===== src/rtl/win_accum_writer.sv =====
// Window accumulator: sums the 32 row-tagged pixel beats of each POI window and
// writes the finished sum to the result RAM at the POI address sampled on row 0.
module win_accum_writer #(
  parameter int POI_DEPTH = 4,
  parameter int POI_WIDTH = 4,
  parameter int PIX_W     = 8,
  parameter int WIN_ROWS  = 32,
  parameter int ACC_W     = PIX_W + 5
) (
  input  logic                           clk,
  input  logic                           reset,
  input  logic                           rd_valid,
  input  logic [PIX_W-1:0]               rd_data,
  input  logic [4:0]                     rd_row,
  input  logic [POI_DEPTH+POI_WIDTH-1:0] poi_addr,
  output logic                           in_ready,
  output logic                           wr_en,
  output logic [POI_DEPTH+POI_WIDTH-1:0] wr_addr,
  output logic [ACC_W-1:0]               wr_data,
  input  logic                           wr_ready,
  input  logic                           err_clr,
  output logic                           win_done,
  output logic                           frame_done,
  output logic                           row_err
);
  // state | meaning
  // IDLE  | waiting for the row-0 beat of a window
  // ACCUM | summing rows 1..31, exp_row holds the next expected tag
  // WRITE | holding the result until the RAM takes it
  localparam int AW = POI_DEPTH + POI_WIDTH;
  localparam logic [4:0] LAST_ROW = 5'(WIN_ROWS - 1);

  typedef enum logic [1:0] {IDLE, ACCUM, WRITE} state_t;

  state_t           state, state_nxt;
  logic [ACC_W-1:0] acc, acc_nxt, sum;
  logic [4:0]       exp_row, exp_row_nxt;
  logic [AW-1:0]    win_cnt, win_cnt_nxt;
  logic [AW-1:0]    wr_addr_nxt;
  logic [ACC_W-1:0] wr_data_nxt;
  logic             wr_en_nxt, win_done_nxt, frame_done_nxt, row_err_nxt;
  logic             accept, err_set;

  assign in_ready = (state != WRITE);
  assign accept   = rd_valid && in_ready;
  assign sum      = acc + ACC_W'(rd_data);

  always_ff @(posedge clk or posedge reset) begin
    if (reset) begin
      state      <= IDLE;
      acc        <= '0;
      exp_row    <= '0;
      win_cnt    <= '0;
      wr_en      <= 1'b0;
      wr_addr    <= '0;
      wr_data    <= '0;
      win_done   <= 1'b0;
      frame_done <= 1'b0;
      row_err    <= 1'b0;
    end else begin
      state      <= state_nxt;
      acc        <= acc_nxt;
      exp_row    <= exp_row_nxt;
      win_cnt    <= win_cnt_nxt;
      wr_en      <= wr_en_nxt;
      wr_addr    <= wr_addr_nxt;
      wr_data    <= wr_data_nxt;
      win_done   <= win_done_nxt;
      frame_done <= frame_done_nxt;
      row_err    <= row_err_nxt;
    end
  end

  always_comb begin
    state_nxt      = state;
    acc_nxt        = acc;
    exp_row_nxt    = exp_row;
    win_cnt_nxt    = win_cnt;
    wr_en_nxt      = wr_en;
    wr_addr_nxt    = wr_addr;
    wr_data_nxt    = wr_data;
    win_done_nxt   = 1'b0;
    frame_done_nxt = 1'b0;
    err_set        = 1'b0;

    case (state)
      IDLE: begin
        if (accept) begin
          if (rd_row == 5'd0) begin
            acc_nxt     = ACC_W'(rd_data);
            wr_addr_nxt = poi_addr;
            exp_row_nxt = 5'd1;
            state_nxt   = ACCUM;
          end else begin
            err_set = 1'b1;
          end
        end
      end
      ACCUM: begin
        if (accept) begin
          if (rd_row == exp_row) begin
            acc_nxt     = sum;
            exp_row_nxt = exp_row + 5'd1;
            if (rd_row == LAST_ROW) begin
              wr_data_nxt = sum;
              wr_en_nxt   = 1'b1;
              state_nxt   = WRITE;
            end
          end else begin
            // a stray row-0 tag is taken as the start of a fresh window
            err_set = 1'b1;
            if (rd_row == 5'd0) begin
              acc_nxt     = ACC_W'(rd_data);
              wr_addr_nxt = poi_addr;
              exp_row_nxt = 5'd1;
            end else begin
              acc_nxt     = '0;
              exp_row_nxt = 5'd0;
              state_nxt   = IDLE;
            end
          end
        end
      end
      WRITE: begin
        if (wr_en && wr_ready) begin
          wr_en_nxt      = 1'b0;
          win_done_nxt   = 1'b1;
          frame_done_nxt = (win_cnt == '1);
          win_cnt_nxt    = win_cnt + 1'b1;
          exp_row_nxt    = 5'd0;
          state_nxt      = IDLE;
        end
      end
      default: state_nxt = IDLE;
    endcase

    if (err_set)      row_err_nxt = 1'b1;
    else if (err_clr) row_err_nxt = 1'b0;
    else              row_err_nxt = row_err;
  end

endmodule


===== config.mk =====
export PLATFORM = sky130hd
export DESIGN_NAME = win_accum_writer
export DESIGN_NICKNAME = d
export VERILOG_FILES = /design/src/rtl/win_accum_writer.sv
export SDC_FILE = /design/constraint.sdc
export NUM_CORES = 1
export LEC_CHECK = 0
export CAP_MARGIN = 0
export CORE_ASPECT_RATIO = 0.8
export CORE_MARGIN = 2
export CORE_UTILIZATION = 30
export CTS_BUF_LIST = sky130_fd_sc_hd__clkbuf_8
export DETAILED_ROUTE_END_ITERATION = 6
export PLACE_DENSITY = 0.54
export SYNTH_ARGS = -nofsm -noshare
export SYNTH_HDL_FRONTEND = slang
export SYNTH_SLANG_ARGS = --single-unit

===== constraint.sdc =====
create_clock -name clk -period 2.2 [get_ports clk]
set_input_delay 0.44 -clock clk [delete_from_list [all_inputs] [get_ports clk]]
set_output_delay 0.44 -clock clk [all_outputs]
set_load 0.01 [all_outputs]

==> summary.md <==
Before antenna repair, the detailed router went through 4 iterations. The initial utilization of the core area, before any placement, comes to 31.0%. The switching power was 1.17 mW. The total power density per cell area is 752 nW/um^2.

The run gives 0.0137 ns as the setup clock skew after layout. The capturing element type of the critical path was a flip-flop. The type of origin of the critical path is an input port. The run gives 54 as the maximum number of pins on one net before global-route repair. 52 I/O pins were placed. The share of total power dissipated in the clock network is 17.3%. For this run, the total global-route usage over all layers was measured as 15.1%.

The sink of the worst hold path was acc[0]. Input and output buffers added on the ports amount to 51. Number of endpoints with negative hold slack in the final report: 0.

Clock-pin slew was measured on the worst setup and hold paths at 0.09 ns. The residual antenna-violating net count after detailed routing is 0. The run gives 7650 microns as the wire length reported by the detailed router.

In this run, the combinational gates consume 45.5% of the power. The largest fanout on the critical path was 6; the data arrival time of the critical path was 2.33 ns. The total via count after detailed routing came out at 2,614. Part of the Yosys area used for sequential elements: 44.0%. In this run the post-CTS setup repair buffer count came out at 0. For flop-to-flop paths, the worst setup slack is 0.19 ns. The layout net count was 454; the later-pin clock latency in the skew report was 0.32 ns. The clock period minus worst slack is 2.12 ns. After synthesis the netlist holds a flip-flop and latch count of 53. The hold buffer count at CTS was 0. The share of async-settable or async-resettable flops after synthesis is 100%, and the cell-internal power is 2.06 mW. The total half-perimeter wirelength after legalization and detailed placement was 5760 microns.

The worst register-to-register path begins at state[0]. The repair_antennas step left the layout with diodes totalling 0. The library cell used most frequently in the layout, excluding fill and tap cells, is buf_4.

In this run the cell area of the synthesized design comes to 3020 sq um. Category of the critical setup timing path: input port to flip-flop. The congestion estimate from routability-driven global placement came to 0.855. Clock tree synthesis selected as its root buffer the cell clkbuf_8. In the final routed layout, each cell accounts on average for 13.9 microns. Net switching is 36.3% of the power. Setup violations remaining at the end of the flow were counted as 0. The run gives 0 as the reported max-cap violation count. The start point of the worst min-delay path is rd_data[0]. The floorplan has 32 rows. The slew at the pin closest to its max-slew limit is 0.361 ns, and the count of pins over their slew limit is 0.

The number of cells traversed by the worst register-to-register path is 8, and the number of vias per cell after detailed routing is 4.74. The H-tree depth is 2, and the total clock sinks is 53. The area enclosed by the die boundary was 10,900 sq um.

Of the available clock period, the critical path in the final layout requires 96.5%. The maximum resistive drop on vdd came out at 0.000335 V. The completed layout was analyzed and its total power is 3.23 mW. The synthesized netlist contains 56 unique library cells. The CTS buffer count was 5.

For the number of antenna violations at the first check in global routing, the log shows 0. The number of cells on the worst hold path is 3. The total overflow left after global routing is 0.

The logs give 2,696 for the number of global-route vias before repair and 2 for the largest buffer count on any clock path. TritonCTS built the clock tree. The run finished with clean final reports. The run gives 13,000 microns as the global-route wire length before repair.

Cells with a size suffix above 1 make up 26.0% of the layout. The share of total power dissipated in sequential elements is 37.3%. The core region is 9730 sq um.

Counting every net in the synthesized netlist gives 342. For the filler cell count in the final layout, the log shows 962. In the layout the commonest cells are buf_4 (60), dfrtp_1 (53), clkdlybuf4s50_1 (46), nand2_1 (35), xnor2_1 (16). The end of the worst register-to-register path was acc[1].

During synthesis, Yosys emitted a total of 0 warnings. Tracing the worst setup path back leads to its startpoint at rd_row[1]. A synthesized cell averages 9.98 sq um. In this run the cell area measured after placement is 4130 sq um. The count of routing violations after the opening detailed-route iteration was 95. The min-delay analysis places its worst path in the category input port to flip-flop.

The floorplan step set the die height to 93.7 microns. The design area came out at 4300 sq um. Measured against its own limit, the worst slew margin works out to 75.9%. The endpoint required time on the critical path is 2.41 ns, and the achievable clock frequency is 471 MHz. The area growth from synthesis to layout was 42.6%; the synthesized instance count was 302.

The total DRC errors in the routed layout is 0, and the static power due to leakage is 1.91 nW. The horizontal die dimension works out to 116 microns. Setup repair after global routing left no endpoint under its margin. The top flip-flop cell by instance count after synthesis is dfrtp_1.

The number of enable-type register cells in the synthesized netlist is 0.
[cells by family after synthesis]
group / Yosys count / synth area share, %
flops: 53 / 44.0
simple gates: 97 / 16.8
mux: 14 / 5.39
xor+xnor: 23 / 6.68
buf+inv: 24 / 3.73
fa+ha+maj: 14 / 6.06
compound gates: 77 / 17.3
[critical path: stages]
cell           delay, ns
dlygate4sd2_1       0.25
or4_4               0.61
nor4_4              0.39
o21a_2              0.28
buf_4               0.18
nand2_1             0.07
o211ai_1            0.12
[flip-flops by register name (all words and copies together) (netlist names)]
signal      count
acc            13
exp_row         5
frame_done      1
row_err         1
state           2
win_cnt         8
win_done        1
wr_addr         8
wr_data        13
wr_en           1
[cell type report]
| cell class | instances | area [sq um] | share of cell area, % |
|---|---|---|---|
| tap | 136 | 170 | 3.96 |
| multi-input combinational | 226 | 1660 | 38.7 |
| clock buffer | 5 | 68.8 | 1.60 |
| sequential | 53 | 1330 | 30.8 |
| clock inverter | 3 | 17.5 | 0.407 |
| inverter | 15 | 56.3 | 1.31 |
| timing repair buffer | 113 | 998 | 23.2 |
[through the flow]
step	TNS (ns)	hold WS [ns]	setup WS, ns	util [%]	std cells
global placement	-14.01	0.454	-0.457	42.5	542
global route	0	0.398	0.00951	44.2	551
CTS	0	0.479	0.0240	43.7	551
detailed placement	-15.10	0.464	-0.491	42.5	542
floorplan	0	0.438	0.105	-	302
finish	0	0.385	0.0769	44.2	551
[layer usage]
| metal | track usage [%] | up-vias | share of wire [%] |
|---|---|---|---|
| li1 | - | 1310 | - |
| met1 | 21.5 | 1228 | 50 |
| met2 | 23.0 | 65 | 43 |
| met3 | 4.06 | 11 | 5.7 |
| met4 | 3.57 | 0 | 1.1 |
| met5 | 0 | - | 0 |
[how the worst max path moves through the flow]
| stage | cells after the start | slack, ns | endpoint |
|---|---|---|---|
| floorplan | 6 | 0.10 | wr_addr[0] |
| global placement | 5 | -0.46 | wr_addr[6] |
| detailed placement | 5 | -0.49 | wr_addr[3] |
| CTS | 9 | 0.02 | acc[12] |
| global route | 9 | 0.01 | acc[10] |
| finish | 7 | 0.08 | acc[1] |
[synth_stat cells (all sizes together) (3+ instances only)]
| cell | n | share of area (%) |
|---|---|---|
| xor2 | 7 | 2.0 |
| dfrtp | 53 | 44 |
| nor4 | 3 | 0.83 |
| o21ai | 25 | 4.9 |
| o22ai | 4 | 0.83 |
| buf | 6 | 1.5 |
| nand4 | 3 | 0.62 |
| a21o | 4 | 1.0 |
| a31oi | 5 | 1.0 |
| xnor2 | 16 | 4.6 |
| nor2 | 16 | 2.1 |
| a211oi | 4 | 1.0 |
| nand3 | 13 | 2.5 |
| o211ai | 6 | 1.5 |
| ha | 13 | 5.4 |
| and3 | 5 | 1.1 |
| o21a | 3 | 0.79 |
| a21oi | 11 | 1.8 |
| nand2b | 7 | 1.5 |
| nand2 | 36 | 4.6 |
| nor3 | 5 | 0.83 |
| inv | 15 | 1.9 |
| a22oi | 6 | 1.7 |
| mux2 | 12 | 4.7 |
| clkbuf | 3 | 0.37 |
[power by group through the flow]
| stage | logic [mW] | registers (mW) | clock network [mW] |
|---|---|---|---|
| 2_1_floorplan | 0.755 | 1.23 | 0 |
| 3_3_place_gp | 1.39 | 1.21 | 0 |
| 3_5_place_dp | 1.41 | 1.22 | 0 |
| 4_1_cts | 1.44 | 1.20 | 0.590 |
| 5_1_grt | 1.63 | 1.23 | 0.633 |
| 6_report | 1.47 | 1.20 | 0.558 |
[timing repair]
action	4_1_cts	5_1_grt
endpoints found under the setup margin	21	33
pin swaps	2	2
cloned	1	0
endpoints found under the hold margin	0	0
resized for setup	11	14
No activity file was read; power rests on OpenSTA's default activity.
